File: src/rtl/dcache_nb_ctrl_if.sv
// Memory-bus bundle between the data-cache controller and the data memory.
interface dcache_nb_ctrl_if;
  logic [1:0]  proc2Dmem_command;
  logic [63:0] proc2Dmem_addr;
  logic [63:0] proc2Dmem_data;
  logic [3:0]  Dmem2proc_response;
  logic [3:0]  Dmem2proc_tag;
  logic [63:0] Dmem2proc_data;

  // Controller side: issues commands, receives response/tag/data.
  modport master (
    output proc2Dmem_command, proc2Dmem_addr, proc2Dmem_data,
    input  Dmem2proc_response, Dmem2proc_tag, Dmem2proc_data
  );

  // Memory side.
  modport slave (
    input  proc2Dmem_command, proc2Dmem_addr, proc2Dmem_data,
    output Dmem2proc_response, Dmem2proc_tag, Dmem2proc_data
  );
endinterface

File: src/rtl/dcache_nb_ctrl.sv
// Non-blocking write-through data-cache controller: command FIFO toward
// memory, tag-indexed MSHRs for outstanding loads, store/load hazard stall,
// single CDB broadcast port and halt drain detection.
module dcache_nb_ctrl #(
  parameter int unsigned QUEUE_DEPTH = 16,
  parameter int unsigned NUM_TAGS    = 15,
  parameter int unsigned IDX_BITS    = 7,
  parameter int unsigned TAG_BITS    = 22,
  parameter int unsigned PR_W        = 7,
  parameter int unsigned AR_W        = 5
) (
  input  logic                clock,
  input  logic                reset,
  // load requests from the LSQ
  input  logic                lsq_rd_req,
  input  logic [63:0]         lsq_addr,
  input  logic [PR_W-1:0]     lsq_pr,
  input  logic [AR_W-1:0]     lsq_ar,
  output logic                lsq_ready,
  // retiring stores from the ROB
  input  logic                rob_st_req,
  input  logic [63:0]         rob_st_addr,
  input  logic [63:0]         rob_st_data,
  output logic                rob_st_ready,
  input  logic                rob_halt,
  // cachemem lookup and write ports
  input  logic                cachemem_valid,
  input  logic [63:0]         cachemem_data,
  output logic [IDX_BITS-1:0] dcache_rd_idx,
  output logic [TAG_BITS-1:0] dcache_rd_tag,
  output logic                dcache_wr_en,
  output logic [IDX_BITS-1:0] dcache_wr_idx,
  output logic [TAG_BITS-1:0] dcache_wr_tag,
  output logic [63:0]         dcache_wr_data,
  // memory bus
  dcache_nb_ctrl_if.master    mem,
  // result broadcast
  output logic                cdb_load_en,
  output logic [PR_W-1:0]     cdb_pr,
  output logic [AR_W-1:0]     cdb_ar,
  output logic [63:0]         cdb_data,
  output logic                halt_done
);

  localparam int unsigned PTR_W  = (QUEUE_DEPTH > 1) ? $clog2(QUEUE_DEPTH) : 1;
  localparam int unsigned CNT_W  = PTR_W + 1;
  localparam int unsigned MTAG_W = 4;
  localparam int unsigned MSHR_N = 1 << MTAG_W;
  localparam int unsigned LINE_W = IDX_BITS + TAG_BITS;

  typedef enum logic [1:0] {
    CMD_NONE  = 2'd0,
    CMD_LOAD  = 2'd1,
    CMD_STORE = 2'd2
  } mem_cmd_e;

  typedef struct packed {
    mem_cmd_e        cmd;
    logic [63:0]     addr;
    logic [63:0]     data;
    logic [PR_W-1:0] pr;
    logic [AR_W-1:0] ar;
  } q_entry_t;

  typedef struct packed {
    logic [IDX_BITS-1:0] idx;
    logic [TAG_BITS-1:0] tag;
    logic [PR_W-1:0]     pr;
    logic [AR_W-1:0]     ar;
  } mshr_t;

  // Architectural state
  q_entry_t                queue_q [QUEUE_DEPTH];
  logic [QUEUE_DEPTH-1:0]  qload_q;
  logic [PTR_W-1:0]        head_q;
  logic [PTR_W-1:0]        tail_q;
  logic [CNT_W-1:0]        count_q;
  mshr_t                   mshr_q [MSHR_N];
  logic [MSHR_N-1:0]       mshr_valid_q;
  logic                    halt_pending_q;

  // Combinational control
  logic [LINE_W-1:0]       lookup_line_c;
  logic [LINE_W-1:0]       st_line_c;
  logic [MTAG_W-1:0]       fill_tag_c;
  logic [MTAG_W-1:0]       resp_c;
  mshr_t                   fill_entry_c;
  q_entry_t                head_entry_c;
  q_entry_t                enq_entry_c;
  logic                    fill_c;
  logic                    full_c;
  logic                    empty_c;
  logic                    st_hazard_c;
  logic                    st_acc_c;
  logic                    ld_acc_c;
  logic                    ld_hit_c;
  logic                    ld_miss_c;
  logic                    enq_c;
  logic                    pop_c;
  logic                    alloc_c;

  assign lookup_line_c = rob_st_req ? rob_st_addr[LINE_W+2:3] : lsq_addr[LINE_W+2:3];
  assign st_line_c     = rob_st_addr[LINE_W+2:3];
  assign dcache_rd_idx = lookup_line_c[IDX_BITS-1:0];
  assign dcache_rd_tag = lookup_line_c[LINE_W-1:IDX_BITS];

  assign fill_tag_c   = mem.Dmem2proc_tag;
  assign resp_c       = mem.Dmem2proc_response;
  assign fill_entry_c = mshr_q[fill_tag_c];
  assign head_entry_c = queue_q[head_q];

  assign fill_c  = (fill_tag_c != '0) && (32'(fill_tag_c) <= NUM_TAGS) &&
                   mshr_valid_q[fill_tag_c];
  assign full_c  = (count_q == CNT_W'(QUEUE_DEPTH));
  assign empty_c = (count_q == '0);

  // A store must wait while any older load to the same line is still pending.
  always_comb begin
    st_hazard_c = 1'b0;
    for (int unsigned i = 0; i < QUEUE_DEPTH; i++) begin
      if (qload_q[i] && (queue_q[PTR_W'(i)].addr[LINE_W+2:3] == st_line_c)) begin
        st_hazard_c = 1'b1;
      end
    end
    for (int unsigned t = 0; t < MSHR_N; t++) begin
      if (mshr_valid_q[t] &&
          ({mshr_q[MTAG_W'(t)].tag, mshr_q[MTAG_W'(t)].idx} == st_line_c)) begin
        st_hazard_c = 1'b1;
      end
    end
  end

  assign rob_st_ready = !fill_c && !full_c && !st_hazard_c;
  assign lsq_ready    = !rob_st_req && !fill_c && !full_c;

  assign st_acc_c  = rob_st_req && rob_st_ready;
  assign ld_acc_c  = lsq_rd_req && lsq_ready;
  assign ld_hit_c  = ld_acc_c && cachemem_valid;
  assign ld_miss_c = ld_acc_c && !cachemem_valid;
  assign enq_c     = st_acc_c || ld_miss_c;
  assign pop_c     = !empty_c && (resp_c != '0);
  assign alloc_c   = pop_c && (head_entry_c.cmd == CMD_LOAD) &&
                     (32'(resp_c) <= NUM_TAGS);

  assign halt_done = halt_pending_q && empty_c && (mshr_valid_q == '0);

  // Entry pushed at the tail: a retiring store or a missing load.
  always_comb begin
    enq_entry_c = '0;
    if (st_acc_c) begin
      enq_entry_c.cmd  = CMD_STORE;
      enq_entry_c.addr = rob_st_addr;
      enq_entry_c.data = rob_st_data;
    end else begin
      enq_entry_c.cmd  = CMD_LOAD;
      enq_entry_c.addr = lsq_addr;
      enq_entry_c.pr   = lsq_pr;
      enq_entry_c.ar   = lsq_ar;
    end
  end

  // Cache write and CDB: a fill owns both ports, otherwise store write / load hit.
  always_comb begin
    dcache_wr_en   = 1'b0;
    dcache_wr_idx  = '0;
    dcache_wr_tag  = '0;
    dcache_wr_data = '0;
    cdb_load_en    = 1'b0;
    cdb_pr         = '0;
    cdb_ar         = '0;
    cdb_data       = '0;
    if (fill_c) begin
      dcache_wr_en   = 1'b1;
      dcache_wr_idx  = fill_entry_c.idx;
      dcache_wr_tag  = fill_entry_c.tag;
      dcache_wr_data = mem.Dmem2proc_data;
      cdb_load_en    = 1'b1;
      cdb_pr         = fill_entry_c.pr;
      cdb_ar         = fill_entry_c.ar;
      cdb_data       = mem.Dmem2proc_data;
    end else begin
      if (st_acc_c) begin
        dcache_wr_en   = 1'b1;
        dcache_wr_idx  = lookup_line_c[IDX_BITS-1:0];
        dcache_wr_tag  = lookup_line_c[LINE_W-1:IDX_BITS];
        dcache_wr_data = rob_st_data;
      end
      if (ld_hit_c) begin
        cdb_load_en = 1'b1;
        cdb_pr      = lsq_pr;
        cdb_ar      = lsq_ar;
        cdb_data    = cachemem_data;
      end
    end
  end

  // Head of the queue is presented to memory until it is acknowledged.
  always_comb begin
    mem.proc2Dmem_command = CMD_NONE;
    mem.proc2Dmem_addr    = '0;
    mem.proc2Dmem_data    = '0;
    if (!empty_c) begin
      mem.proc2Dmem_command = head_entry_c.cmd;
      mem.proc2Dmem_addr    = head_entry_c.addr;
      mem.proc2Dmem_data    = head_entry_c.data;
    end
  end

  // Pointers, occupancy, MSHR valids and halt tracking.
  always_ff @(posedge clock) begin
    if (reset) begin
      head_q         <= '0;
      tail_q         <= '0;
      count_q        <= '0;
      qload_q        <= '0;
      mshr_valid_q   <= '0;
      halt_pending_q <= 1'b0;
    end else begin
      if (pop_c) begin
        head_q          <= head_q + PTR_W'(1);
        qload_q[head_q] <= 1'b0;
      end
      if (enq_c) begin
        tail_q          <= tail_q + PTR_W'(1);
        qload_q[tail_q] <= ld_miss_c;
      end
      if (enq_c && !pop_c) begin
        count_q <= count_q + CNT_W'(1);
      end else if (pop_c && !enq_c) begin
        count_q <= count_q - CNT_W'(1);
      end
      if (fill_c) begin
        mshr_valid_q[fill_tag_c] <= 1'b0;
      end
      if (alloc_c) begin
        mshr_valid_q[resp_c] <= 1'b1;
      end
      if (rob_halt) begin
        halt_pending_q <= 1'b1;
      end
    end
  end

  // Payload storage needs no reset: valid bits and pointers gate every use.
  always_ff @(posedge clock) begin
    if (enq_c) begin
      queue_q[tail_q] <= enq_entry_c;
    end
    if (alloc_c) begin
      mshr_q[resp_c] <= '{idx: head_entry_c.addr[IDX_BITS+2:3],
                          tag: head_entry_c.addr[LINE_W+2:IDX_BITS+3],
                          pr:  head_entry_c.pr,
                          ar:  head_entry_c.ar};
    end
  end

  // Memory must never reuse a tag that is still outstanding.
  always_ff @(posedge clock) begin
    if (!reset && alloc_c) begin
      assert (!mshr_valid_q[resp_c] || (fill_c && (fill_tag_c == resp_c)))
        else $error("dcache_nb_ctrl: memory tag %0d reused while outstanding", resp_c);
    end
  end

endmodule

File: src/flat_wrapper.sv
// flat-port wrapper written by rule: the top's interface ports become plain ports
module dcache_nb_ctrl_flat 
#(
  parameter int unsigned QUEUE_DEPTH = 16,
  parameter int unsigned NUM_TAGS    = 15,
  parameter int unsigned IDX_BITS    = 7,
  parameter int unsigned TAG_BITS    = 22,
  parameter int unsigned PR_W        = 7,
  parameter int unsigned AR_W        = 5
)
  (clock, reset, lsq_rd_req, lsq_addr, lsq_pr, lsq_ar, lsq_ready, rob_st_req, rob_st_addr, rob_st_data, rob_st_ready, rob_halt, cachemem_valid, cachemem_data, dcache_rd_idx, dcache_rd_tag, dcache_wr_en, dcache_wr_idx, dcache_wr_tag, dcache_wr_data, cdb_load_en, cdb_pr, cdb_ar, cdb_data, halt_done, mem_proc2Dmem_command, mem_proc2Dmem_addr, mem_proc2Dmem_data, mem_Dmem2proc_response, mem_Dmem2proc_tag, mem_Dmem2proc_data);
  dcache_nb_ctrl_if mem_i ();
  input  logic clock;
  input  logic reset;
  input  logic lsq_rd_req;
  input  logic [63:0] lsq_addr;
  input  logic [PR_W-1:0] lsq_pr;
  input  logic [AR_W-1:0] lsq_ar;
  output logic lsq_ready;
  input  logic rob_st_req;
  input  logic [63:0] rob_st_addr;
  input  logic [63:0] rob_st_data;
  output logic rob_st_ready;
  input  logic rob_halt;
  input  logic cachemem_valid;
  input  logic [63:0] cachemem_data;
  output logic [IDX_BITS-1:0] dcache_rd_idx;
  output logic [TAG_BITS-1:0] dcache_rd_tag;
  output logic dcache_wr_en;
  output logic [IDX_BITS-1:0] dcache_wr_idx;
  output logic [TAG_BITS-1:0] dcache_wr_tag;
  output logic [63:0] dcache_wr_data;
  output logic cdb_load_en;
  output logic [PR_W-1:0] cdb_pr;
  output logic [AR_W-1:0] cdb_ar;
  output logic [63:0] cdb_data;
  output logic halt_done;
  output wire logic [$bits(mem_i.proc2Dmem_command)-1:0] mem_proc2Dmem_command;
  output wire logic [$bits(mem_i.proc2Dmem_addr)-1:0] mem_proc2Dmem_addr;
  output wire logic [$bits(mem_i.proc2Dmem_data)-1:0] mem_proc2Dmem_data;
  input wire logic [$bits(mem_i.Dmem2proc_response)-1:0] mem_Dmem2proc_response;
  input wire logic [$bits(mem_i.Dmem2proc_tag)-1:0] mem_Dmem2proc_tag;
  input wire logic [$bits(mem_i.Dmem2proc_data)-1:0] mem_Dmem2proc_data;
  assign mem_proc2Dmem_command = mem_i.proc2Dmem_command;
  assign mem_proc2Dmem_addr = mem_i.proc2Dmem_addr;
  assign mem_proc2Dmem_data = mem_i.proc2Dmem_data;
  assign mem_i.Dmem2proc_response = mem_Dmem2proc_response;
  assign mem_i.Dmem2proc_tag = mem_Dmem2proc_tag;
  assign mem_i.Dmem2proc_data = mem_Dmem2proc_data;
  dcache_nb_ctrl #(.QUEUE_DEPTH(QUEUE_DEPTH), .NUM_TAGS(NUM_TAGS), .IDX_BITS(IDX_BITS), .TAG_BITS(TAG_BITS), .PR_W(PR_W), .AR_W(AR_W)) u_core (.clock(clock), .reset(reset), .lsq_rd_req(lsq_rd_req), .lsq_addr(lsq_addr), .lsq_pr(lsq_pr), .lsq_ar(lsq_ar), .lsq_ready(lsq_ready), .rob_st_req(rob_st_req), .rob_st_addr(rob_st_addr), .rob_st_data(rob_st_data), .rob_st_ready(rob_st_ready), .rob_halt(rob_halt), .cachemem_valid(cachemem_valid), .cachemem_data(cachemem_data), .dcache_rd_idx(dcache_rd_idx), .dcache_rd_tag(dcache_rd_tag), .dcache_wr_en(dcache_wr_en), .dcache_wr_idx(dcache_wr_idx), .dcache_wr_tag(dcache_wr_tag), .dcache_wr_data(dcache_wr_data), .mem(mem_i), .cdb_load_en(cdb_load_en), .cdb_pr(cdb_pr), .cdb_ar(cdb_ar), .cdb_data(cdb_data), .halt_done(halt_done));
endmodule
File: config.mk
export PLATFORM = sky130hd
export DESIGN_NAME = dcache_nb_ctrl_flat
export DESIGN_NICKNAME = d
export VERILOG_FILES = /design/src/rtl/dcache_nb_ctrl_if.sv /design/src/rtl/dcache_nb_ctrl.sv /design/src/flat_wrapper.sv
export SDC_FILE = /design/constraint.sdc
export NUM_CORES = 2
export LEC_CHECK = 0
export BUFFER_PORTS_ARGS = -buffer_cell sky130_fd_sc_hd__buf_4
export CAP_MARGIN = 0
export CELL_PAD_IN_SITES_DETAIL_PLACEMENT = 1
export CELL_PAD_IN_SITES_GLOBAL_PLACEMENT = 2
export CORE_MARGIN = 1.5
export CORE_UTILIZATION = 50
export CTS_BUF_LIST = sky130_fd_sc_hd__clkbuf_8
export CTS_CLUSTER_DIAMETER = 40
export DETAILED_ROUTE_END_ITERATION = 16
export PLACE_DENSITY = 0.91
export SLEW_MARGIN = 10
export SYNTH_ARGS = -nofsm -noshare
export SYNTH_HDL_FRONTEND = slang
export SYNTH_SLANG_ARGS = --single-unit
export TNS_END_PERCENT = 50
File: constraint.sdc
create_clock -name clock -period 12.8 [get_ports clock]
set_input_delay 0.64 -clock clock [delete_from_list [all_inputs] [get_ports clock]]
set_output_delay 0.64 -clock clock [all_outputs]
set_load 0.1 [all_outputs]
==> results.cfg <==
[run_status]
status = completed

[global_route]
grt_pass1_vias = 75700
antenna_found_initial = 25
grt_max_degree = 163
grtUsageTotal = 0.336
grt-ovfl-total = 0
grt_pass1_wl_mm = 604

[synth]
synth_seq_area_share = 0.697
synth_ff_type = edfxtp_1
synth.cell_area_mm2 = 0.128
ys_warn_count = 0
postSynthCellCount = 6383
synth_edf_count = 2928
yosysUniqueCellTypes = 55
syn_area_per_cell_um2 = 20.0
ys_ff_latch = 2978
async_reset_ff_frac = 0

[pwr]
p_leak_nw = 47.6
vdd_drop_max_uv = 282
power.density_mw_per_mm2 = 200
power_mw = 29.2

[timing]
worst_slack_ns = 5.48
fin_setup_tns_ns = 0
worstMarginPinSlew_ns = 1.37
skew_ns = 0.161
grt_setup_unrepaired = false
fmax_ghz = 0.137
timing_hold_violations_final = 0
fin_crit_ns = 7.32
timing.final.crit_share = 0.572
drv_slew = 0
finalSetupViolCount = 0
relSlewSlack = 0.0779
holdWs_ns = 0.112

[hold_path]
min_path_cells = 2
hold_path.class = primary input to register

[final_layout]
fin_area_mm2 = 0.146
drive_gt1_frac = 0.317
area_growth_pct = 14.7
ff_latch_area_mm2 = 0.0889
fin_util = 0.576
multi_input_area_mm2 = 0.0369
fillCellCount = 22100
final_cells = 11100
final_common_cell = edfxtp_1
final_nets = 7762
final_cell_mix = edfxtp_1, mux4_2, buf_4

[worst_setup_path]
cp-start-kind = register
required_ns = 12.16
critPathKind = register to output pin
arrival_ns = 6.68
r2r_cells = 13
end_kind = output pin
cp_max_fo = 56

[route]
drc = 0
drt-total-wl_mm = 437
wl_per_cell_um = 39.2
vias = 74300
avgViaCountPerCell = 6.67
postRouteAntennaNets = 0
initialDrtViolationCount = 11900
drtPass1Iterations = 6

[clock_network]
clock_latency_ns = 1.23
cts_setup_buffers = 0
path_clk_slew_ns = 0.07
cts_tree = built
htreeDepth = 5
cts-buffers-inserted = 490
cts_num_sinks = 2978
root_buffer = clkbuf_8
clockBufferDepth = 4

[floorplanning]
fp.dieH_um = 508
die_w_um = 508
rows = 185
boundaryPins = 679
die_area_mm2 = 0.258
start_util = 0.502
coreArea_mm2 = 0.254

[placement]
dp_cells = 10200
dp_hpwl_mm = 268
placed_area_mm2 = 0.136
gp_congestion = 1.04
place.port_buffers = 678
place_ws_ns = 5.09

[job]
maxCapViolations = 0
[area by class of cell]
cell class              count  share of cell area
flip-flops and latches   2978               0.608
multi-input cells        2985               0.252
repair buffers            903              0.0491
clock buffers             497              0.0468
well taps                3366              0.0288
clock inverters           352              0.0139
inverters                  45             0.00119
diodes                     11            0.000188
[path summary, 6_finish.rpt]
kind,startpoint,to,slack (ns)
worst max register to register,u_core.queue_q[5][94],u_core.queue_q[1][139],5.65
worst min-delay path,rob_st_data[20],u_core.queue_q[14][32],0.11
worst max-delay path,u_core.queue_q[5][94],dcache_wr_tag[11],5.48
worst min register to register,u_core.mshr_valid_q[0],u_core.mshr_valid_q[0],0.54
[report_power, final]
part,internal (mW),switching [mW]
Combinational,2.91,6.60
Sequential,11.6,0.228
Clock,4.01,3.92
Total,18.5,10.7
[cells in the mapped netlist, types with 54 or more instances]
cell,n,area share
buf_4,62,0.0036
nand4_1,179,0.0088
xor2_1,267,0.018
mux4_2,910,0.16
and3_1,71,0.0035
xnor2_1,659,0.045
nor2b_1,166,0.0081
nor4_1,115,0.0056
a21o_1,67,0.0039
buf_1,54,0.0016
edfxtp_1,2928,0.69
clkbuf_1,214,0.0063
buf_2,80,0.0031
a22o_1,111,0.0076
mux2_2,58,0.0051
[registers in the layout, summed over array words and instances, names as in the netlist, named ones only]
signal	cells
u_core.tail_q	4
u_core.qload_q	16
u_core.halt_pending_q	1
u_core.count_q	5
u_core.mshr_valid_q	16
u_core.head_q	4
u_core.queue_q	2272
u_core.mshr_q	656
[critical path, cell delays in order, from the launching register on]
cell and delay (ns):
edfxtp_1 0.48, xnor2_1 0.57, nand4_1 0.17, nor4_1 1.09, a22oi_1 0.24, nand4_1 0.33
nor4_4 0.10, buf_4 0.32, and2_2 0.43, inv_6 0.30, buf_4 0.60, o21ai_0 0.41
buf_4 0.35
[kinds of logic (layout without fill, tap and decap cells)]
family,Yosys count,in the layout,share of synthesized area
xor gates and xnor gates,926,926,0.0636
adders and majority gates,13,13,0.00133
AOI/OAI and AO/OA,281,281,0.0167
and+or+nand+nor,705,705,0.0331
DFF,2978,2978,0.697
buffers and inverters,460,1797,0.0164
other,1,52,0.0000294
muxes,1019,1019,0.171
[layer usage]
metal / wire (µm) / global-route usage / up-vias / part of all wire
li1: - / - / 28100 / -
met1: 160000 / 0.460 / 39000 / 0.37
met2: 199000 / 0.504 / 6215 / 0.46
met3: 56900 / 0.0992 / 982 / 0.13
met4: 21100 / 0.144 / 14 / 0.048
met5: 67 / 0 / - / 0.00015
[repair_timing]
action,CTS,global route
resized for setup,0,0
hold buffers,93,0
endpoints found under the hold margin,706,0
endpoints found under the setup margin,0,0
Note: power is estimated with default switching activity, not from simulation.
